--- config.mk ---
export PLATFORM = sky130hd
export DESIGN_NAME = ascon_ctrl
export DESIGN_NICKNAME = d
export VERILOG_FILES = /design/src/rtl/ascon_ctrl.sv
export SDC_FILE = /design/constraint.sdc
export NUM_CORES = 1
export LEC_CHECK = 0
export ABC_CLOCK_PERIOD_IN_PS = 2000
export CORE_MARGIN = 2
export CORE_UTILIZATION = 48
export CTS_CLUSTER_SIZE = 25
export DETAILED_ROUTE_END_ITERATION = 16
export GPL_ROUTABILITY_DRIVEN = 1
export PLACE_DENSITY = 0.81
export SETUP_SLACK_MARGIN = 0.1
export SLEW_MARGIN = 20
export SYNTH_ARGS = -nofsm -noshare
export SYNTH_HDL_FRONTEND = slang
export SYNTH_SLANG_ARGS = --single-unit
--- constraint.sdc ---
create_clock -name clock_i -period 2 [get_ports clock_i]
set_input_delay 0.4 -clock clock_i [delete_from_list [all_inputs] [get_ports clock_i]]
set_output_delay 0.4 -clock clock_i [all_outputs]
set_load 0.02 [all_outputs]
--- src/rtl/ascon_ctrl.sv ---
// Sequencing controller for an Ascon-128 datapath: init, associated data,
// plaintext and finalisation phases with a shared 4-bit round counter.
module ascon_ctrl (
  input  logic       clock_i,
  input  logic       reset_i,
  input  logic       start_i,
  input  logic       data_valid_i,
  input  logic       data_last_i,
  output logic       data_ready_o,
  output logic       selectionp_o,
  output logic       enable_o,
  output logic       bypass_begin_o,
  output logic       mode_int_ext_o,
  output logic       bypass_end_o,
  output logic       mode_init_data_o,
  output logic       en_cipher_o,
  output logic       en_tag_o,
  output logic [3:0] round_o,
  output logic       cipher_valid_o,
  output logic       tag_valid_o,
  output logic       busy_o
);

  typedef enum logic [2:0] {
    IDLE, INIT, WAIT_AD, AD, WAIT_PT, PT, FINAL, DONE
  } state_t;

  state_t     state, state_n;
  logic [3:0] cnt, cnt_n;
  logic       last, last_n;
  logic       cipher_valid_q;

  always_ff @(posedge clock_i or posedge reset_i) begin
    if (reset_i) begin
      state          <= IDLE;
      cnt            <= '0;
      last           <= 1'b0;
      cipher_valid_q <= 1'b0;
    end else begin
      state          <= state_n;
      cnt            <= cnt_n;
      last           <= last_n;
      cipher_valid_q <= en_cipher_o;
    end
  end

  assign cipher_valid_o = cipher_valid_q;

  always_comb begin
    state_n          = state;
    cnt_n            = cnt;
    last_n           = last;
    data_ready_o     = 1'b0;
    selectionp_o     = 1'b1;
    enable_o         = 1'b0;
    bypass_begin_o   = 1'b1;
    mode_int_ext_o   = 1'b0;
    bypass_end_o     = 1'b1;
    mode_init_data_o = 1'b0;
    en_cipher_o      = 1'b0;
    en_tag_o         = 1'b0;
    round_o          = '0;
    tag_valid_o      = 1'b0;
    busy_o           = 1'b1;

    case (state)
      // IDLE drives selectionp low so the reset/idle output image is all-zero
      // apart from the two bypass controls; enable is low so it is harmless.
      IDLE: begin
        selectionp_o = 1'b0;
        busy_o       = 1'b0;
        if (start_i) begin
          state_n = INIT;
          cnt_n   = '0;
        end
      end
      INIT: begin
        enable_o = 1'b1;
        round_o  = cnt;
        if (cnt == 4'd0) selectionp_o = 1'b0;
        if (cnt == 4'd11) begin
          bypass_end_o = 1'b0;
          state_n      = WAIT_AD;
          cnt_n        = '0;
        end else begin
          cnt_n = cnt + 4'd1;
        end
      end
      WAIT_AD: begin
        data_ready_o = 1'b1;
        if (data_valid_i) begin
          last_n  = data_last_i;
          cnt_n   = '0;
          state_n = AD;
        end
      end
      AD: begin
        enable_o = 1'b1;
        round_o  = cnt + 4'd6;
        if (cnt == 4'd0) bypass_begin_o = 1'b0;
        if (cnt == 4'd5) begin
          if (last) begin
            bypass_end_o     = 1'b0;
            mode_init_data_o = 1'b1;
          end
          cnt_n   = '0;
          state_n = last ? WAIT_PT : WAIT_AD;
        end else begin
          cnt_n = cnt + 4'd1;
        end
      end
      WAIT_PT: begin
        data_ready_o = 1'b1;
        if (data_valid_i) begin
          last_n  = data_last_i;
          cnt_n   = '0;
          state_n = data_last_i ? FINAL : PT;
        end
      end
      PT: begin
        enable_o = 1'b1;
        round_o  = cnt + 4'd6;
        if (cnt == 4'd0) begin
          bypass_begin_o = 1'b0;
          en_cipher_o    = 1'b1;
        end
        if (cnt == 4'd5) begin
          cnt_n   = '0;
          state_n = WAIT_PT;
        end else begin
          cnt_n = cnt + 4'd1;
        end
      end
      FINAL: begin
        enable_o = 1'b1;
        round_o  = cnt;
        if (cnt == 4'd0) begin
          bypass_begin_o = 1'b0;
          mode_int_ext_o = 1'b1;
          en_cipher_o    = 1'b1;
        end
        if (cnt == 4'd11) begin
          bypass_end_o = 1'b0;
          en_tag_o     = 1'b1;
          cnt_n        = '0;
          state_n      = DONE;
        end else begin
          cnt_n = cnt + 4'd1;
        end
      end
      DONE: begin
        tag_valid_o = 1'b1;
        state_n     = IDLE;
      end
      default: state_n = IDLE;
    endcase
  end

endmodule

## Word level (Yosys, flattened, before mapping)

Index checks and enable logic that the tools add are counted.

| word-level totals | value |
|---|---|
| bits in latches | 0 |
| register bits after elaboration | 9 |
| RAM bits | 0 |
| memory bits (read-only) | 0 |
| output and inout port bits | 16 |
| input port bits | 5 |
| memories kept | 0 |

| operators by class | value |
|---|---|
| multipliers | 0 |
| div/mod/pow operators | 0 |
| reductions and logical operators | 12 |
| add/sub/neg operators | 2 |
| equality and inequality tests | 17 |
| bitwise gates (word level) | 0 |
| shift operators | 0 |
| multiplexer cells | 35 |
| magnitude comparators | 0 |

Operator list:

| operator | count |
|---|---|
| 3-bit 2-to-1 mux | 8 |
| 3-bit one-hot mux with 8 select lines | 1 |
| 1-bit 2-to-1 mux | 17 |
| 4-bit 2-to-1 mux | 4 |
| 4-bit one-hot mux with 4 select lines | 1 |
| 2-bit != test (second input constant) | 7 |
| 3-bit == test (second input constant) | 4 |
| 4-bit one-hot mux with 2 select lines | 1 |
| 2-bit OR reduction | 4 |
| 7-bit AND reduction | 1 |
| 3-bit by 2-bit == test with 1-bit output (second input constant) | 2 |
| 4-bit by 1-bit adder with 4-bit output (second input constant) | 1 |
| 4-bit by 3-bit adder with 4-bit output (second input constant) | 1 |
| 4-bit by 3-bit == test with 1-bit output (second input constant) | 1 |
| 4-bit == test (second input constant) | 1 |
| 4-bit zero test | 1 |
| 1-bit one-hot mux with 2 select lines | 2 |
| 4-bit nonzero test | 1 |
| 4-bit OR reduction | 1 |
| 3-bit by 1-bit == test with 1-bit output (second input constant) | 1 |
| 3-bit zero test | 1 |
| 3-bit AND reduction | 1 |
| 3-bit OR reduction | 1 |
| 2-bit 2-to-1 mux | 1 |
| 2 further kinds | 2 |

## Longest topological paths before layout

Gate-level depths: netlist (run 1).

| logic depth | value |
|---|---|
| depth in word-level cells | 4 |
| depth in mapped cells | 6 |
| mapped depth without buffers | 6 |

## Worst setup path before layout (run 1)

Ideal clock, no wire load.

| timing | value |
|---|---|
| kind | reg2out |
| start point | register state[2] |
| end point | output bypass_end_o |
| data arrival time | 1.472 ns |
| setup slack | 0.128 ns |
| buffers on the path | 2 |
| cell stages (with the launch flop) | 7 |
| cell sequence | dfrtp_1 -> buf_6 -> buf_2 -> nand2_1 -> or2_1 -> nor2_1 -> a21oi_1 |

| between the ends | value |
|---|---|
| longest elaborated chain between the ends | 3 |

Ends and longest elaborated chain:

| element | line | text |
|---|---|---|
| start, declared | 28 | `state_t state, state_n;` |
| start signal, assigned | 40 | `state <= state_n;` |
| 3-bit == test / 3-bit by 1-bit == test with 1-bit output (equally long branches) | 66 | `case (state)` |
| 2-bit OR reduction (no source line) | -- |  |
| 1-bit one-hot mux with 2 select lines (*) | 66 |  |
| end, declared | 14 | `output logic bypass_end_o,` |

Every way passes the cells marked *; elsewhere a longest branch is shown, timed or not.

## Worst setup path after layout (run 1)

| timing | value |
|---|---|
| start point | register cnt[0] |
| end point | output bypass_end_o |

| between the ends | value |
|---|---|
| longest elaborated chain between the ends | 3 |

Ends and longest elaborated chain:

| element | line | text |
|---|---|---|
| start, declared | 29 | `logic [3:0] cnt, cnt_n;` |
| start signal, assigned | 41 | `cnt <= cnt_n;` |
| 4-bit == test / 4-bit by 3-bit == test with 1-bit output (equally long branches) | 81, 142, 101 |  |
| 1-bit 2-to-1 mux, on equally long branches | 81, 142, 101 |  |
| 1-bit one-hot mux with 2 select lines (*) | 66 |  |

Marks and branches as above.

==> results.sh, run 1 <==
export IMPL_power_density_mw_per_mm2=1630
export IMPL_synthMostInstantiatedCell="sky130_fd_sc_hd__nand2_1"
export IMPL_design_portCount=21
export IMPL_netlist_top_cell_by_area="sky130_fd_sc_hd__dfrtp_1"
export IMPL_fin_skew_ns=0.00364
export IMPL_io_buffers=20
export IMPL_report_power_total_w=0.00236
export IMPL_max_freq_mhz=450
export IMPL_ys_top_cells_by_area="sky130_fd_sc_hd__dfrtp_1 27%, sky130_fd_sc_hd__ha_1 7.5%, sky130_fd_sc_hd__nand2_1 7.2%, sky130_fd_sc_hd__mux2_1 4.0%, sky130_fd_sc_hd__a21oi_1 3.6%"
export IMPL_post_synthesis_instance_total=102
export IMPL_arrival_ns=1.82
export IMPL_grt_setup_unrepaired="yes"
export IMPL_number_of_enable_flip_flop_cells_after_synthesis=0
export IMPL_number_of_search_and_repair_iterations_in_the_first_detailed_routing_pass=4
export IMPL_ys_seq_area_share_pct=27.0
export IMPL_worst_slew_margin_rel_pct=67.3
export IMPL_ys_warnings_count=0
export IMPL_setup_viol=6
export IMPL_number_of_global_route_vias_before_repair=954
export IMPL_tritoncts_clock_tree="done"
export IMPL_clock_sinks=9
export IMPL_worst_path_max_fanout=2
export IMPL_antenna_violations_before_repair=0
export IMPL_insertedDiodeCount=0
export IMPL_timing_final_hold_violations=0
export IMPL_grt_first_pass_wirelength_microns=4270
export IMPL_synth_ff_type="sky130_fd_sc_hd__dfrtp_1"
export IMPL_cap_violations=0
export IMPL_worst_setup_hold_path_clk_slew_ns=0.07
export IMPL_design_core_area_sq_mm=0.00167
export IMPL_synth_distinct_cells=39
export IMPL_wl_per_cell_microns=19.8
export IMPL_fin_ws_ns=-0.223
export IMPL_violated_checks="negative setup slack"
export IMPL_clock_tree_htree_level_count=1
export IMPL_post_synth_instance_area_sq_um=835
export IMPL_power_leakage_nw=0.677
export IMPL_detailedPlacementHpwl_microns=1820
export IMPL_fp_dieH_microns=45.7
export IMPL_fraction_of_synthesis_flops_using_an_asynchronous_set_or_reset_pin_pct=100
export IMPL_cts_buffers=3
export IMPL_final_core_utilization_pct=86.8
export IMPL_detail_route_iter0_violations=24
export IMPL_rows=15
export IMPL_floorplan_die_area_sq_mm=0.00209
export IMPL_avgViaCountPerCell=5.94
export IMPL_postSynthAreaPerCell_sq_um=8.18
export IMPL_remaining_drc_errors=0
export IMPL_number_of_slew_limit_violations_in_the_final_report=0
export IMPL_die_width_microns=45.7
export IMPL_drt_total_wl_microns=3400
export IMPL_min_period_ns=2.22
export IMPL_reg2regPathDepth=6
export IMPL_clk_root_buffer_cell="sky130_fd_sc_hd__clkbuf_4"
export IMPL_floorplan_initialDensity_pct=50.0
export IMPL_cp_start_kind="flop"
export IMPL_period_share_pct=111
export IMPL_maximum_number_of_pins_on_one_net_before_global_route_repair=10
export IMPL_kind_of_end_point_of_the_critical_path="output pin"
export IMPL_finalNetCount=166
export IMPL_fillerInstances=94
export IMPL_layout_area_overhead_vs_synth_pct=73.8
export IMPL_worst_slew_pin_slew_ns=0.490
export IMPL_worst_skew_pair_late_latency_ns=0.28
export IMPL_outcome="finished with violations"
export IMPL_vias=1021
export IMPL_synth_net_count=112
export IMPL_globalRouteTotalUtil_pct=29.4
export IMPL_hp_class="in2async"
export IMPL_gpl_final_weighted_congestion=0.842
export IMPL_ctsHoldBuffers=0
export IMPL_drtAntennaViolNets=0
export IMPL_synth_cells_most_frequent="16 x sky130_fd_sc_hd__nand2_1, 9 x sky130_fd_sc_hd__dfrtp_1, 8 x sky130_fd_sc_hd__nor2_1"
export IMPL_clock_path_buffers=2
export IMPL_worst_ep_required_time_ns=1.60
export IMPL_layout_drive_gt1_share_pct=54.8
export IMPL_netlist_area_leader_share_pct=27.0
export IMPL_vdd_ir_drop_worst_mv=1.15
export IMPL_number_of_synthesized_register_bits=9
export IMPL_grt_overflow=0
export IMPL_timing_worst_setup_path_type="reg2out"
[flip-flops by register name, indices dropped and copies added, names as in the netlist]
signal and count:
cnt 4, state 3, cipher_valid_o 1, last 1
[timing repair]
action	in CTS	in global routing
setup endpoints to repair	15	13
resized for setup	96	30
pin swaps	6	9
buffers inserted	7	4
[worst max-delay path, stage by stage, from the launching register on]
cell,delay (ns)
sky130_fd_sc_hd__dfrtp_2,0.42
sky130_fd_sc_hd__buf_6,0.14
sky130_fd_sc_hd__ha_4,0.15
sky130_fd_sc_hd__nand3b_1,0.12
sky130_fd_sc_hd__buf_4,0.13
sky130_fd_sc_hd__nor3_2,0.03
sky130_fd_sc_hd__o21bai_1,0.14
sky130_fd_sc_hd__a21oi_1,0.22
sky130_fd_sc_hd__buf_4,0.19
[kinds of logic (layout without fill, tap and decap cells)]
group | count (synthesis) | in the layout | share of synthesized area (%)
fa+ha+maj | 6 | 6 | 8.85
compound gates | 24 | 24 | 20.4
mux | 6 | 6 | 7.80
buf+inv | 13 | 66 | 7.80
xor+xnor | 2 | 2 | 3.00
flops | 9 | 9 | 27.0
simple gates | 42 | 42 | 25.2
[layout make-up]
cell class | instances | area, sq um | share of cell area (%)
flip-flops and latches | 9 | 229 | 15.8
inverters | 6 | 22.5 | 1.55
well taps | 17 | 21.3 | 1.47
repair buffers | 56 | 485 | 33.5
clock buffers | 4 | 26.3 | 1.81
multi-input cells | 80 | 666 | 45.9
[final timing paths]
path                          start            to  slack [ns]
min in group clock_i           last          last        0.58
setup reg to reg           state[2]      state[1]        0.18
max in group asynchronous   reset_i        cnt[0]        1.31
hold / removal              reset_i          last        0.39
setup / recovery             cnt[0]  bypass_end_o       -0.22
hold reg to reg                last          last        0.58
[power by group]
| group | leakage [nW] | switching (W) | internal, W | total, W |
|---|---|---|---|---|
| clock | 0.0150 | 0.0000791 | 0.0000777 | 0.000157 |
| sequential | 0.112 | 0.0000708 | 0.000253 | 0.000324 |
| combinational | 0.550 | 0.000961 | 0.000919 | 0.00188 |
[layer usage]
layer	wire, microns	GRT usage, %	up-vias
li1	-	-	463
met4	136	14.3	0
met1	1250	31.8	498
met5	0	0	-
met3	199	8.33	16
met2	1820	52.1	44
[per-stage QoR]
stage	area [sq um]	hold slack [ns]	std cells	setup WS, ns	TNS (ns)
finish	1450	0.392	172	-0.223	-0.489
global route	1450	0.438	172	-0.231	-0.816
CTS	1350	0.409	169	-0.137	-0.260
detailed placement	1220	0.533	159	-0.236	-1.42
global placement	1220	0.536	159	-0.200	-1.16
floorplan	835	0.228	102	0.128	0
[placed cells by master, fill, tap and decap left out, types with 2 or more instances in the layout]
master	Yosys	layout
sky130_fd_sc_hd__a21o_1	3	3
sky130_fd_sc_hd__a21oi_1	6	6
sky130_fd_sc_hd__a22o_1	3	3
sky130_fd_sc_hd__buf_2	4	2
sky130_fd_sc_hd__buf_4	1	32
sky130_fd_sc_hd__buf_6	1	16
sky130_fd_sc_hd__clkbuf_4	0	3
sky130_fd_sc_hd__clkdlybuf4s50_1	0	5
sky130_fd_sc_hd__dfrtp_1	9	6
sky130_fd_sc_hd__dfrtp_2	0	3
sky130_fd_sc_hd__ha_4	0	3
sky130_fd_sc_hd__inv_1	4	2
sky130_fd_sc_hd__inv_2	2	4
sky130_fd_sc_hd__mux2_1	3	3
sky130_fd_sc_hd__mux2i_1	2	2
sky130_fd_sc_hd__nand2_1	16	11
sky130_fd_sc_hd__nand2_2	0	2
sky130_fd_sc_hd__nand2_4	0	3
sky130_fd_sc_hd__nand3b_1	2	2
sky130_fd_sc_hd__nor2_1	8	6
sky130_fd_sc_hd__nor3_1	4	2
sky130_fd_sc_hd__nor3_2	0	2
sky130_fd_sc_hd__nor3b_2	0	2
sky130_fd_sc_hd__o21ai_0	5	2
sky130_fd_sc_hd__o21ai_1	0	3
Note: power is estimated with default switching activity, not from simulation.
==> run 2, diff against run 1 <==
- GPL_TIMING_DRIVEN: not set -> 1
- REMOVE_ABC_BUFFERS: not set -> 1
==> run 2 against run 1 <==
  * The run still ends with negative setup slack left
  * Register-to-register slack worse by 0.10 ns
  * Count of clock-buffer cells in the layout stayed put
  * Non-clock buffer count fell by 1
  * Critical path depth down 1
  * Total power shrank 2.1%
  * Sequential cell count unchanged
  * Die area is the same
  * Via count rose by 1.3%
  * Critical endpoint unchanged
  * Largest cell class unchanged
  * Highest routed layer unchanged
==> results.sh, run 2 (same netlist as run 1, synthesis figures left out) <==
export IMPL_power_leakage_nw=0.671
export IMPL_floorplan_die_area_sq_mm=0.00209
export IMPL_timing_hold_ws_ns=0.390
export IMPL_worst_skew_pair_late_latency_ns=0.27
export IMPL_wl_per_cell_microns=18.5
export IMPL_cp_start_kind="flop"
export IMPL_design_portCount=21
export IMPL_worst_path_max_fanout=5
export IMPL_detailedPlacementHpwl_microns=1830
export IMPL_avgViaCountPerCell=6.05
export IMPL_vias=1034
export IMPL_cts_buffers=3
export IMPL_hp_class="in2async"
export IMPL_fin_skew_ns=0.00505
export IMPL_rows=15
export IMPL_worst_slew_pin_slew_ns=0.421
export IMPL_design_core_area_sq_mm=0.00167
export IMPL_number_of_search_and_repair_iterations_in_the_first_detailed_routing_pass=4
export IMPL_number_of_global_route_vias_before_repair=904
export IMPL_arrival_ns=1.69
export IMPL_floorplan_initialDensity_pct=50.0
export IMPL_period_share_pct=105
export IMPL_clock_sinks=9
export IMPL_grt_overflow=0
export IMPL_fin_ws_ns=-0.0941
export IMPL_max_freq_mhz=478
export IMPL_tritoncts_clock_tree="done"
export IMPL_final_core_utilization_pct=85.4
export IMPL_remaining_drc_errors=0
export IMPL_min_period_ns=2.09
export IMPL_io_buffers=20
export IMPL_layout_commonest_cell="sky130_fd_sc_hd__buf_4"
export IMPL_fp_dieH_microns=45.7
export IMPL_fillerInstances=86
export IMPL_top_register="cnt"
export IMPL_antenna_violations_before_repair=0
export IMPL_largest_registers="cnt: 4 flops, state: 3 flops"
export IMPL_reg2regPathDepth=7
export IMPL_worst_setup_hold_path_clk_slew_ns=0.06
export IMPL_violated_checks="negative setup slack"
export IMPL_rr_startpoint="state[1]"
export IMPL_timing_worst_setup_path_type="reg2out"
export IMPL_gpl_final_weighted_congestion=0.848
export IMPL_largest_reg_flops=4
export IMPL_crit_path_start="cnt[1]"
export IMPL_number_of_slew_limit_violations_in_the_final_report=0
export IMPL_crit_path_end="bypass_end_o"
export IMPL_clock_path_buffers=2
export IMPL_clock_tree_htree_level_count=1
export IMPL_globalRouteTotalUtil_pct=26.3
export IMPL_clk_root_buffer_cell="sky130_fd_sc_hd__clkbuf_4"
export IMPL_power_density_mw_per_mm2=1620
export IMPL_finalNetCount=165
export IMPL_layout_drive_gt1_share_pct=53.9
export IMPL_drtAntennaViolNets=0
export IMPL_worst_ep_required_time_ns=1.60
export IMPL_vdd_ir_drop_worst_mv=1.32
export IMPL_outcome="finished with violations"
export IMPL_worst_r2r_setup_slack_ns=0.08
export IMPL_worst_slew_margin_rel_pct=71.9
export IMPL_kind_of_end_point_of_the_critical_path="output pin"
export IMPL_grt_first_pass_wirelength_microns=4000
export IMPL_timing_final_hold_violations=0
export IMPL_rr_endpoint="state[0]"
export IMPL_grt_setup_unrepaired="yes"
export IMPL_maximum_number_of_pins_on_one_net_before_global_route_repair=10
export IMPL_die_width_microns=45.7
export IMPL_layout_area_overhead_vs_synth_pct=70.9
export IMPL_cap_violations=0
export IMPL_insertedDiodeCount=0
export IMPL_setup_viol=3
export IMPL_drt_total_wl_microns=3170
export IMPL_detail_route_iter0_violations=63
export IMPL_most_common_layout_cells="33 x sky130_fd_sc_hd__buf_4, 13 x sky130_fd_sc_hd__buf_6, 11 x sky130_fd_sc_hd__nand2_1, 6 x sky130_fd_sc_hd__a21oi_1"
run 2: worst min path at each step:
| stage | endpoint | slack (ns) | depth (start not counted) |
|---|---|---|---|
| 2_1_floorplan | cipher_valid_o | 0.23 | 1 |
| 3_3_place_gp | last | 0.53 | 1 |
| 5_1_grt | cnt[3] | 0.44 | 2 |
| 6_report | cipher_valid_o | 0.39 | 2 |
| 4_1_cts | cnt[3] | 0.41 | 2 |
| 3_5_place_dp | last | 0.56 | 1 |
run 2: power breakdown:
group	total [W]	internal (W)	switching [W]
clock network	0.000146	0.0000772	0.0000689
logic	0.00183	0.000899	0.000927
registers	0.000339	0.000254	0.0000855
total	0.00231	0.00123	0.00108
run 2: critical path, stage by stage (launching register included):
cell and delay (ns):
sky130_fd_sc_hd__dfrtp_1 0.39, sky130_fd_sc_hd__buf_4 0.17, sky130_fd_sc_hd__ha_1 0.20, sky130_fd_sc_hd__nand3b_1 0.14, sky130_fd_sc_hd__nor3_1 0.07, sky130_fd_sc_hd__o21bai_1 0.15
sky130_fd_sc_hd__a21oi_1 0.15, sky130_fd_sc_hd__buf_4 0.16
run 2: cell type report:
| type | count | area [sq um] | share of cell area [%] |
|---|---|---|---|
| Tap cell | 17 | 21.3 | 1.49 |
| Inverter | 6 | 22.5 | 1.58 |
| Timing Repair Buffer | 55 | 468 | 32.8 |
| Sequential cell | 9 | 230 | 16.1 |
| Multi-Input combinational cell | 80 | 658 | 46.1 |
| Clock buffer | 4 | 26.3 | 1.84 |
run 2: stage by stage:
| stage | cell area [sq um] | total power, W | std cells | setup slack, ns | setup TNS [ns] |
|---|---|---|---|---|---|
| 2_1_floorplan | 792 | 0.00107 | 95 | 0.0684 | 0 |
| 3_3_place_gp | 1220 | 0.00170 | 160 | -0.190 | -0.850 |
| 3_5_place_dp | 1220 | 0.00176 | 160 | -0.239 | -1.30 |
| 4_1_cts | 1270 | 0.00196 | 166 | -0.115 | -0.129 |
| 5_1_grt | 1430 | 0.00243 | 171 | -0.184 | -0.539 |
| 6_report | 1430 | 0.00231 | 171 | -0.0941 | -0.172 |
run 2: routing by layer:
| layer | global-route usage, % | wire length [microns] | vias to the layer above |
|---|---|---|---|
| met4 | 7.43 | 70 | 0 |
| met2 | 43.9 | 1650 | 66 |
| met3 | 5.56 | 227 | 10 |
| met1 | 34.2 | 1230 | 500 |
| met5 | 0 | 0 | - |
| li1 | - | - | 458 |
run 2: what timing repair did:
action | 4_1_cts | 5_1_grt
hold buffers | 0 | 0
pin swaps | 4 | 8
setup buffers | 2 | 5
gates resized for setup | 77 | 41
endpoints found under the setup margin | 15 | 14
